==> config.mk <==
export PLATFORM = sky130hd
export DESIGN_NAME = cache_fetch_ctrl
export DESIGN_NICKNAME = d
export VERILOG_FILES = /design/src/rtl/cache_pkg.sv /design/src/rtl/sat_cnt.sv /design/src/rtl/cache_fetch_ctrl.sv
export SDC_FILE = /design/constraint.sdc
export NUM_CORES = 1
export LEC_CHECK = 0
export BUFFER_PORTS_ARGS = -buffer_cell sky130_fd_sc_hd__buf_4
export CAP_MARGIN = 20
export CORE_ASPECT_RATIO = 0.5
export CORE_UTILIZATION = 49
export CTS_CLUSTER_SIZE = 24
export DETAILED_ROUTE_END_ITERATION = 8
export GPL_TIMING_DRIVEN = 0
export PLACE_DENSITY = 0.81
export SLEW_MARGIN = 20
export SYNTH_ARGS = -nofsm -noshare
export SYNTH_HDL_FRONTEND = slang
export SYNTH_SLANG_ARGS = --single-unit
export TNS_END_PERCENT = 5
==> constraint.sdc <==
create_clock -name CLK -period 2.09 [get_ports CLK]
set_input_delay 0.1045 -clock CLK [delete_from_list [all_inputs] [get_ports CLK]]
set_output_delay 0.1045 -clock CLK [all_outputs]
set_load 0.03 [all_outputs]
==> src/rtl/cache_pkg.sv <==
// Shared types and helpers for the instruction-cache fetch sequencer.
package cache_pkg;

  localparam int SET_W_DEF = 2;
  localparam int CNT_W     = 20;

  typedef enum logic [2:0] {
    S_IDLE    = 3'd0,
    S_LOOKUP  = 3'd1,
    S_CHECK   = 3'd2,
    S_MM_WAIT = 3'd3,
    S_FILL    = 3'd4,
    S_RESP    = 3'd5
  } fetch_state_e;

  // Tag portion of a fetch address: PC[31:set_w+2].
  function automatic logic [31:0] pc_tag(input logic [31:0] pc, input int set_w);
    return pc >> (set_w + 2);
  endfunction

  // Set index of a fetch address: PC[set_w+1:2], zero-extended to 8 bits.
  function automatic logic [7:0] pc_set(input logic [31:0] pc, input int set_w);
    return 8'((pc >> 2) & ((32'd1 << set_w) - 32'd1));
  endfunction

endpackage

==> src/rtl/sat_cnt.sv <==
// Saturating up-counter with increment enable and asynchronous clear.
module sat_cnt #(
  parameter int W = 20
) (
  input  logic         CLK,
  input  logic         RESET_N,
  input  logic         inc,
  output logic [W-1:0] cnt
);

  logic [W-1:0] cnt_q;

  // Count up on enable, stick at all-ones.
  always_ff @(posedge CLK or negedge RESET_N) begin
    if (!RESET_N) begin
      cnt_q <= '0;
    end else if (inc && (cnt_q != '1)) begin
      cnt_q <= cnt_q + W'(1);
    end
  end

  assign cnt = cnt_q;

endmodule

==> src/rtl/cache_fetch_ctrl.sv <==
// Fetch-side sequencer for the 2-way instruction cache: lookup, miss refill
// from main memory with timeout, response to the CPU, and stall/refill counters.
//
// state     | meaning
// ----------+--------------------------------------------------------------
// IDLE      | ready for a fetch request
// LOOKUP    | pc_q presented to the cache, cache evaluates this cycle
// CHECK     | registered hit/miss available; hit -> RESP, miss -> MM_WAIT
// MM_WAIT   | main-memory read outstanding, timeout counter running
// FILL      | one-cycle refill strobe into the cache
// RESP      | one-cycle response pulse to the CPU
module cache_fetch_ctrl
  import cache_pkg::*;
#(
  parameter int SET_W = SET_W_DEF,
  parameter int TMO   = 255
) (
  input  logic             CLK,
  input  logic             RESET_N,
  input  logic             CPU_REQ,
  input  logic [31:0]      CPU_PC,
  output logic             CPU_READY,
  output logic             CPU_VALID,
  output logic [31:0]      CPU_INSTR,
  output logic             CPU_ERR,
  output logic [31:0]      C_PC,
  output logic [SET_W-1:0] C_SET,
  output logic             C_ACCESS_MM,
  output logic [31:0]      C_DATA_MM,
  input  logic             C_HIT,
  input  logic [31:0]      C_DATA,
  output logic             MM_REQ,
  output logic [31:0]      MM_ADDR,
  input  logic             MM_ACK,
  input  logic [31:0]      MM_RDATA,
  output logic [CNT_W-1:0] STALL_CNT,
  output logic [CNT_W-1:0] REFILL_CNT
);

  fetch_state_e state_q, state_d;
  logic [31:0]  pc_q, instr_q, data_mm_q;
  logic         err_q;
  logic [7:0]   tmo_q;
  logic         tmo_hit;

  // The wait that would bring the counter to TMO is the last one allowed.
  assign tmo_hit = ({1'b0, tmo_q} + 9'd1) == 9'(TMO);

  // State register.
  always_ff @(posedge CLK or negedge RESET_N) begin
    if (!RESET_N) state_q <= S_IDLE;
    else          state_q <= state_d;
  end

  // Next-state decode; an ack in the limit cycle takes priority over timeout.
  always_comb begin
    state_d = state_q;
    case (state_q)
      S_IDLE:    if (CPU_REQ) state_d = S_LOOKUP;
      S_LOOKUP:  state_d = S_CHECK;
      S_CHECK:   state_d = C_HIT ? S_RESP : S_MM_WAIT;
      S_MM_WAIT: begin
        if (MM_ACK)       state_d = S_FILL;
        else if (tmo_hit) state_d = S_RESP;
      end
      S_FILL:    state_d = S_RESP;
      S_RESP:    state_d = S_IDLE;
      default:   state_d = S_IDLE;
    endcase
  end

  // Transaction datapath: PC latch, instruction/refill capture, timeout and error.
  always_ff @(posedge CLK or negedge RESET_N) begin
    if (!RESET_N) begin
      pc_q      <= '0;
      instr_q   <= '0;
      data_mm_q <= '0;
      err_q     <= 1'b0;
      tmo_q     <= '0;
    end else begin
      case (state_q)
        S_IDLE: if (CPU_REQ) pc_q <= CPU_PC;
        S_CHECK: begin
          tmo_q <= '0;
          if (C_HIT) instr_q <= C_DATA;
        end
        S_MM_WAIT: begin
          if (MM_ACK) begin
            instr_q   <= MM_RDATA;
            data_mm_q <= MM_RDATA;
          end else begin
            tmo_q <= tmo_q + 8'd1;
            if (tmo_hit) err_q <= 1'b1;
          end
        end
        S_RESP:  err_q <= 1'b0;
        default: ;
      endcase
    end
  end

  assign CPU_READY   = (state_q == S_IDLE);
  assign CPU_VALID   = (state_q == S_RESP);
  assign CPU_INSTR   = instr_q;
  assign CPU_ERR     = (state_q == S_RESP) && err_q;
  assign C_PC        = pc_q;
  assign C_SET       = SET_W'(pc_set(pc_q, SET_W));
  assign C_ACCESS_MM = (state_q == S_FILL);
  assign C_DATA_MM   = data_mm_q;
  assign MM_REQ      = (state_q == S_MM_WAIT);
  assign MM_ADDR     = {pc_q[31:2], 2'b00};

  sat_cnt #(.W(CNT_W)) u_stall_cnt (
    .CLK     (CLK),
    .RESET_N (RESET_N),
    .inc     (state_q != S_IDLE),
    .cnt     (STALL_CNT)
  );

  sat_cnt #(.W(CNT_W)) u_refill_cnt (
    .CLK     (CLK),
    .RESET_N (RESET_N),
    .inc     ((state_q == S_MM_WAIT) && MM_ACK),
    .cnt     (REFILL_CNT)
  );

endmodule

# --- After elaboration in Yosys (flattened, before gate mapping) ---
# Cells that the tools add are included.
word_totals:
  reg_bits: 148
  input_bits: 101
op_classes:
  addsub: 4
  n_eq_ne: 14
  mux: 13
  n_reduce_logical: 14
ops:
  columns: ["cell", "n"]
  rows:
  - ["32-bit two-way mux", 2]
  - ["32-bit one-hot mux with 2 select lines", 1]
  - ["20-bit by 1-bit adder with 20-bit output (second input constant)", 2]
  - ["20-bit inequality test (second input constant)", 2]
  - ["8-bit one-hot mux with 2 select lines", 1]
  - ["3-bit one-hot mux with 5 select lines", 1]
  - ["3-bit two-way mux", 4]
  - ["8-bit by 1-bit adder with 9-bit output (second input constant)", 1]
  - ["9-bit by 8-bit equality test with 1-bit output (second input constant)", 1]
  - ["8-bit by 1-bit adder with 8-bit output (second input constant)", 1]
  - ["8-bit two-way mux", 1]
  - ["2-bit AND reduction", 4]
  - ["3-bit by 2-bit equality test with 1-bit output (second input constant)", 2]
  - ["3-bit equality test (second input constant)", 2]
  - ["2-bit inequality test (second input constant)", 3]
  - ["3-bit AND reduction", 2]
  - ["1-bit logical AND", 4]
  - ["2-bit by 1-bit inequality test with 1-bit output (second input constant)", 2]
  - ["2-bit nonzero test", 2]
  - ["3-bit by 1-bit equality test with 1-bit output (second input constant)", 1]
  - ["3-bit zero test", 1]
  - ["3-bit by 1-bit inequality test with 1-bit output (second input constant)", 1]
  - ["3-bit nonzero test", 1]
  - ["1-bit two-way mux", 2]
  - ["1-bit one-hot mux with 2 select lines", 1]

# --- Longest topological paths before layout ---
logic_depth:
  word_depth: 5
  mapped_depth: 6

# --- Modules after synthesis ---
# From an unflattened synthesis, not the netlist that was laid out.
hier_totals:
  hier_cells: 574
  hier_area_um2: 6899.1
by_module_without_submodules:
  columns: ["mod", "instances", "cells_per_inst", "area_each_um2", "seq_area_each_um2"]
  rows:
  - ["cache_fetch_ctrl", 1, 396, 4982.3, 2702.6]
  - ["sat_cnt", 2, 89, 958.4, 500.5]

# --- Worst setup path before layout ---
# No wires, ideal clock.
synth_path:
  kind: "register -> register"
  start: "register u_stall_cnt.cnt_q[0] (netlist: u_stall_cnt.cnt[0])"
  end: "register u_stall_cnt.cnt_q[1] (netlist: u_stall_cnt.cnt[1])"
  setup_time_ps: 128
  arrival_ps: 1877
  required_ps: 1962
  slack_ps: 85
  path_stages_with_launch: 6
  n_path_buf: 0
  period_less_slack_ps: 2005
  path_cell_list: "dfrtp_1 > ha_1 > nand3_1 > nor4_4 > a21oi_1 > mux2_1"
synth_via:
  elab_chain_len: 2
  word_cells_on_any_way: 3
synth_lines:
  columns: ["element", "line_no", "text"]
  rows:
  - ["start, declared", "sat_cnt.sv:11", "logic [W-1:0] cnt_q;"]
  - ["start signal, assigned", "sat_cnt.sv:18", "cnt_q <= cnt_q + W'(1);"]
  - ["branches (longest 2 deep; another with 20-bit by 1-bit adder with 20-bit output)", null, null]
# Parallel ways; which one is timed is not known.
# A chain may end at the register's enable or synchronous reset.

# --- Worst setup path after layout ---
layout_path:
  start: "register state_q[1]"
  end: "register u_refill_cnt.cnt_q[14] (netlist: u_refill_cnt.cnt[14])"
layout_via:
  elab_chain_len: 3
layout_lines:
  columns: ["element", "line_no", "text"]
  rows:
  - ["start, declared", "cache_fetch_ctrl.sv:40", "fetch_state_e state_q, state_d;"]
  - ["start signal, assigned", "cache_fetch_ctrl.sv:52", "else state_q <= state_d;"]
  - ["3-bit by 2-bit equality test with 1-bit output", "cache_fetch_ctrl.sv:123", ".inc ((state_q == S_MM_WAIT) && MM_ACK),"]
  - ["1-bit logical AND", "cache_fetch_ctrl.sv:123", null]
  - ["1-bit logical AND", "sat_cnt.sv:17", "end else if (inc && (cnt_q != '1)) begin"]
  - ["end signal, assigned", "sat_cnt.sv:18", null]
  - ["end, declared", "sat_cnt.sv:11", null]
# Every way passes these cells.

==> results.sh <==
export IMPL_start_kind="flip-flop"
export IMPL_rsz0062_at_grt="true"
export IMPL_fmax_ghz=0.4854
export IMPL_finalCritPeriodShare_pct=98.57
export IMPL_fp_dieW_microns=170.7
export IMPL_synth_edf_count=0
export IMPL_synth_top_area_share_pct=53.13
export IMPL_avgSynthCellArea_sq_um=10.56
export IMPL_grt_pass1_vias=6587
export IMPL_via_per_inst=5.220
export IMPL_grt_pass1_wl_microns=33070
export IMPL_setup_viol=0
export IMPL_final_cell_area_sq_um=10700
export IMPL_drv_cap=0
export IMPL_ant_nets=0
export IMPL_path_max_fanout=10
export IMPL_worst_slew_pin_slew_ns=0.7168
export IMPL_wire_per_inst_microns=17.14
export IMPL_status="finished, final reports clean"
export IMPL_synth_most_common_cell="nand2_1"
export IMPL_design_portCount=276
export IMPL_antenna_found_initial=0
export IMPL_critPathArrivalTime_ns=2.35
export IMPL_synthCells=660
export IMPL_drive_gt1_share_pct=38.65
export IMPL_grt_max_degree=79
export IMPL_synth_common_cells="151 x nand2_1, 148 x dfrtp_1, 44 x o21ai_0, 34 x buf_4"
export IMPL_ir_worst_vdd_v=0.0008366
export IMPL_path_clk_slew_ns=0.06
export IMPL_core_area_sq_um=13700
export IMPL_skew_ns=0.01030
export IMPL_cts_buffer_depth=2
export IMPL_fin_ws_ns=0.02991
export IMPL_synth_area_leaders="dfrtp_1 53%, nand2_1 8.1%, mux2_2 5.2%, mux2i_1 4.6%, buf_4 3.7%"
export IMPL_end_kind="flip-flop"
export IMPL_port_buffers=273
export IMPL_synthArstFlopShare_pct=100.0
export IMPL_required_ns=2.38
export IMPL_numCtsBuffers=17
export IMPL_routed_wl_microns=21270
export IMPL_h_tree_depth=4
export IMPL_synth_ff_type="dfrtp_1"
export IMPL_layout_min_cycle_time_ns=2.060
export IMPL_worst_setup_path_type="reg2reg"
export IMPL_dieArea_sq_um=14740
export IMPL_ys_seq_elements=148
export IMPL_cpPeakStageDelay_ns=0.54
export IMPL_drt_initial_drc_count=363
export IMPL_power_leakage_nw=5.525
export IMPL_hp_class="in2reg"
export IMPL_area_delta_synth_final_pct=53.56
export IMPL_crit_chain="buf_2 -> nand4b_2 -> nor3_2 -> nand3_1 -> mux2_1"
export IMPL_grtUsageTotal_pct=29.03
export IMPL_gpl_final_weighted_congestion=0.8202
export IMPL_yosysWarnings=0
export IMPL_worst_skew_pair_late_latency_ns=0.41
export IMPL_yosysSeqAreaShare_pct=53.13
export IMPL_fp_row_count=30
export IMPL_initial_core_util_pct=50.88
export IMPL_dpl_hpwl_microns=13950
export IMPL_fill_cells=887
export IMPL_pre_cts_ws_ns=-0.008105
export IMPL_drv_slew=0
export IMPL_max_slew_margin_pct=51.85
export IMPL_cts_tree="yes"
export IMPL_synth_cell_area_sq_um=6970
export IMPL_synth_cell_types=61
export IMPL_drcViolationCount=0
export IMPL_dpl_cell_area_sq_um=9299
export IMPL_cts_root_buf="clkbuf_16"
export IMPL_numClockSinks=148
export IMPL_vias=6478
export IMPL_cp_slowest_cell="nor3_2"
export IMPL_powerDensity_nw_per_um2=1478
export IMPL_die_height_microns=86.34
export IMPL_drtPass1Iterations=5
export IMPL_fin_hold_ws_ns=0.01090
export IMPL_layout_nets=1140
export IMPL_overflow=0
export IMPL_synth_top_cell_by_area="dfrtp_1"
export IMPL_hold_viol_final=0
placed cells by master, fill, tap and decap left out, types with 3 or more instances in the layout:
cell type | netlist | final
a2111oi_2 | 6 | 6
a211oi_1 | 8 | 8
a21oi_1 | 15 | 15
and3_1 | 9 | 9
and4_1 | 4 | 4
buf_1 | 5 | 4
buf_2 | 11 | 6
buf_4 | 34 | 312
clkbuf_1 | 14 | 16
clkbuf_16 | 0 | 17
clkinv_2 | 0 | 3
clkinvlp_4 | 0 | 4
dfrtp_1 | 148 | 148
dlygate4sd3_1 | 0 | 79
ha_1 | 4 | 4
inv_1 | 9 | 9
mux2_1 | 7 | 7
mux2_2 | 32 | 32
mux2i_1 | 32 | 32
nand2_1 | 151 | 151
nand2b_1 | 3 | 3
nand3_1 | 14 | 14
nand3b_1 | 3 | 3
nand4_1 | 11 | 11
nor2_1 | 11 | 11
nor3_1 | 5 | 5
nor4_1 | 6 | 6
o21ai_0 | 44 | 44
or2_2 | 3 | 3
xnor2_1 | 6 | 6
xor2_1 | 24 | 24
where the power goes:
part	internal [mW]	total (mW)	switching [mW]
clock	1.76	2.98	1.22
sequential	3.91	4.75	0.834
combinational	3.22	8.09	4.87
total	8.90	15.8	6.92
metrics by stage:
stage	cells	TNS (ns)	total power, mW	utilization (%)
5_1_grt	1240	-0.8902	16.57	78.11
4_1_cts	1237	0	15.70	77.82
3_5_place_dp	1127	-0.02053	12.57	67.87
2_1_floorplan	661	0	9.511	-
3_3_place_gp	1126	0	12.35	67.62
6_report	1241	0	15.82	78.13
critical path, delay by kind of cell (launching register included):
family / cells / cell delay [ns]
muxes: 1 / 0.33
and+or+nand+nor: 3 / 0.99
buffers and inverters: 1 / 0.23
DFF: 1 / 0.40
what timing repair did:
item / CTS / global route
pin swaps: 1 / 2
gates resized for setup: 3 / 7
setup buffers: 0 / 3
hold endpoints to repair: 155 / 0
endpoints found under the setup margin: 7 / 41
hold buffers: 79 / 0
layer usage:
layer  global-route usage, %  part of all wire (%)  vias to the layer above
met5                       0                     0                        -
met4                   15.97                   4.0                        0
met3                   5.936                   5.5                       76
met2                   50.58                    51                      250
met1                   34.20                    40                     3150
li1                        -                     -                     3002
area by class of cell:
class	count	area, sq um	share of cell area (%)
Sequential cell	148	3704	34.60
Timing Repair Buffer	356	2898	27.07
Multi-Input combinational cell	438	2848	26.60
Clock buffer	20	436.7	4.079
Buffer	64	406.6	3.799
Tap cell	192	240.2	2.244
Clock inverter	12	131.4	1.227
Inverter	10	37.54	0.3507
Antenna cell	1	2.502	0.02338
final timing paths:
check / to / from / cells after the start / slack, ns
setup / recovery: u_refill_cnt.cnt[14]$_DFFE_PN0P_ / state_q[1]$_DFFE_PN0P_ / 5 / 0.03
hold / removal: CPU_INSTR[3]$_DFFE_PN0P_ / C_DATA[3] / 3 / 0.01
setup reg to reg: u_refill_cnt.cnt[14]$_DFFE_PN0P_ / state_q[1]$_DFFE_PN0P_ / 5 / 0.03
hold reg to reg: C_DATA_MM[21]$_DFFE_PN0P_ / C_DATA_MM[21]$_DFFE_PN0P_ / 2 / 0.48
max in group asynchronous: C_DATA_MM[5]$_DFFE_PN0P_ / RESET_N / 3 / 1.05
min in group asynchronous: u_refill_cnt.cnt[14]$_DFFE_PN0P_ / RESET_N / 2 / 0.28
sequential cells by signal, summed over array words and instances (netlist names):
signal	count
C_PC	32
C_DATA_MM	32
state_q	3
CPU_INSTR	32
u_stall_cnt.cnt	20
u_refill_cnt.cnt	20
err_q	1
tmo_q	8
cells by family after synthesis:
group | share of synthesized area [%]
adder cells (fa/ha/maj) | 0.7180
XOR/XNOR | 3.769
other | 0.05380
AO/OA/AOI/OAI | 8.437
buffers and inverters | 6.175
AND/OR/NAND/NOR | 16.82
multiplexers | 10.90
flip-flops | 53.13
Power figures use the tool's default switching activity.
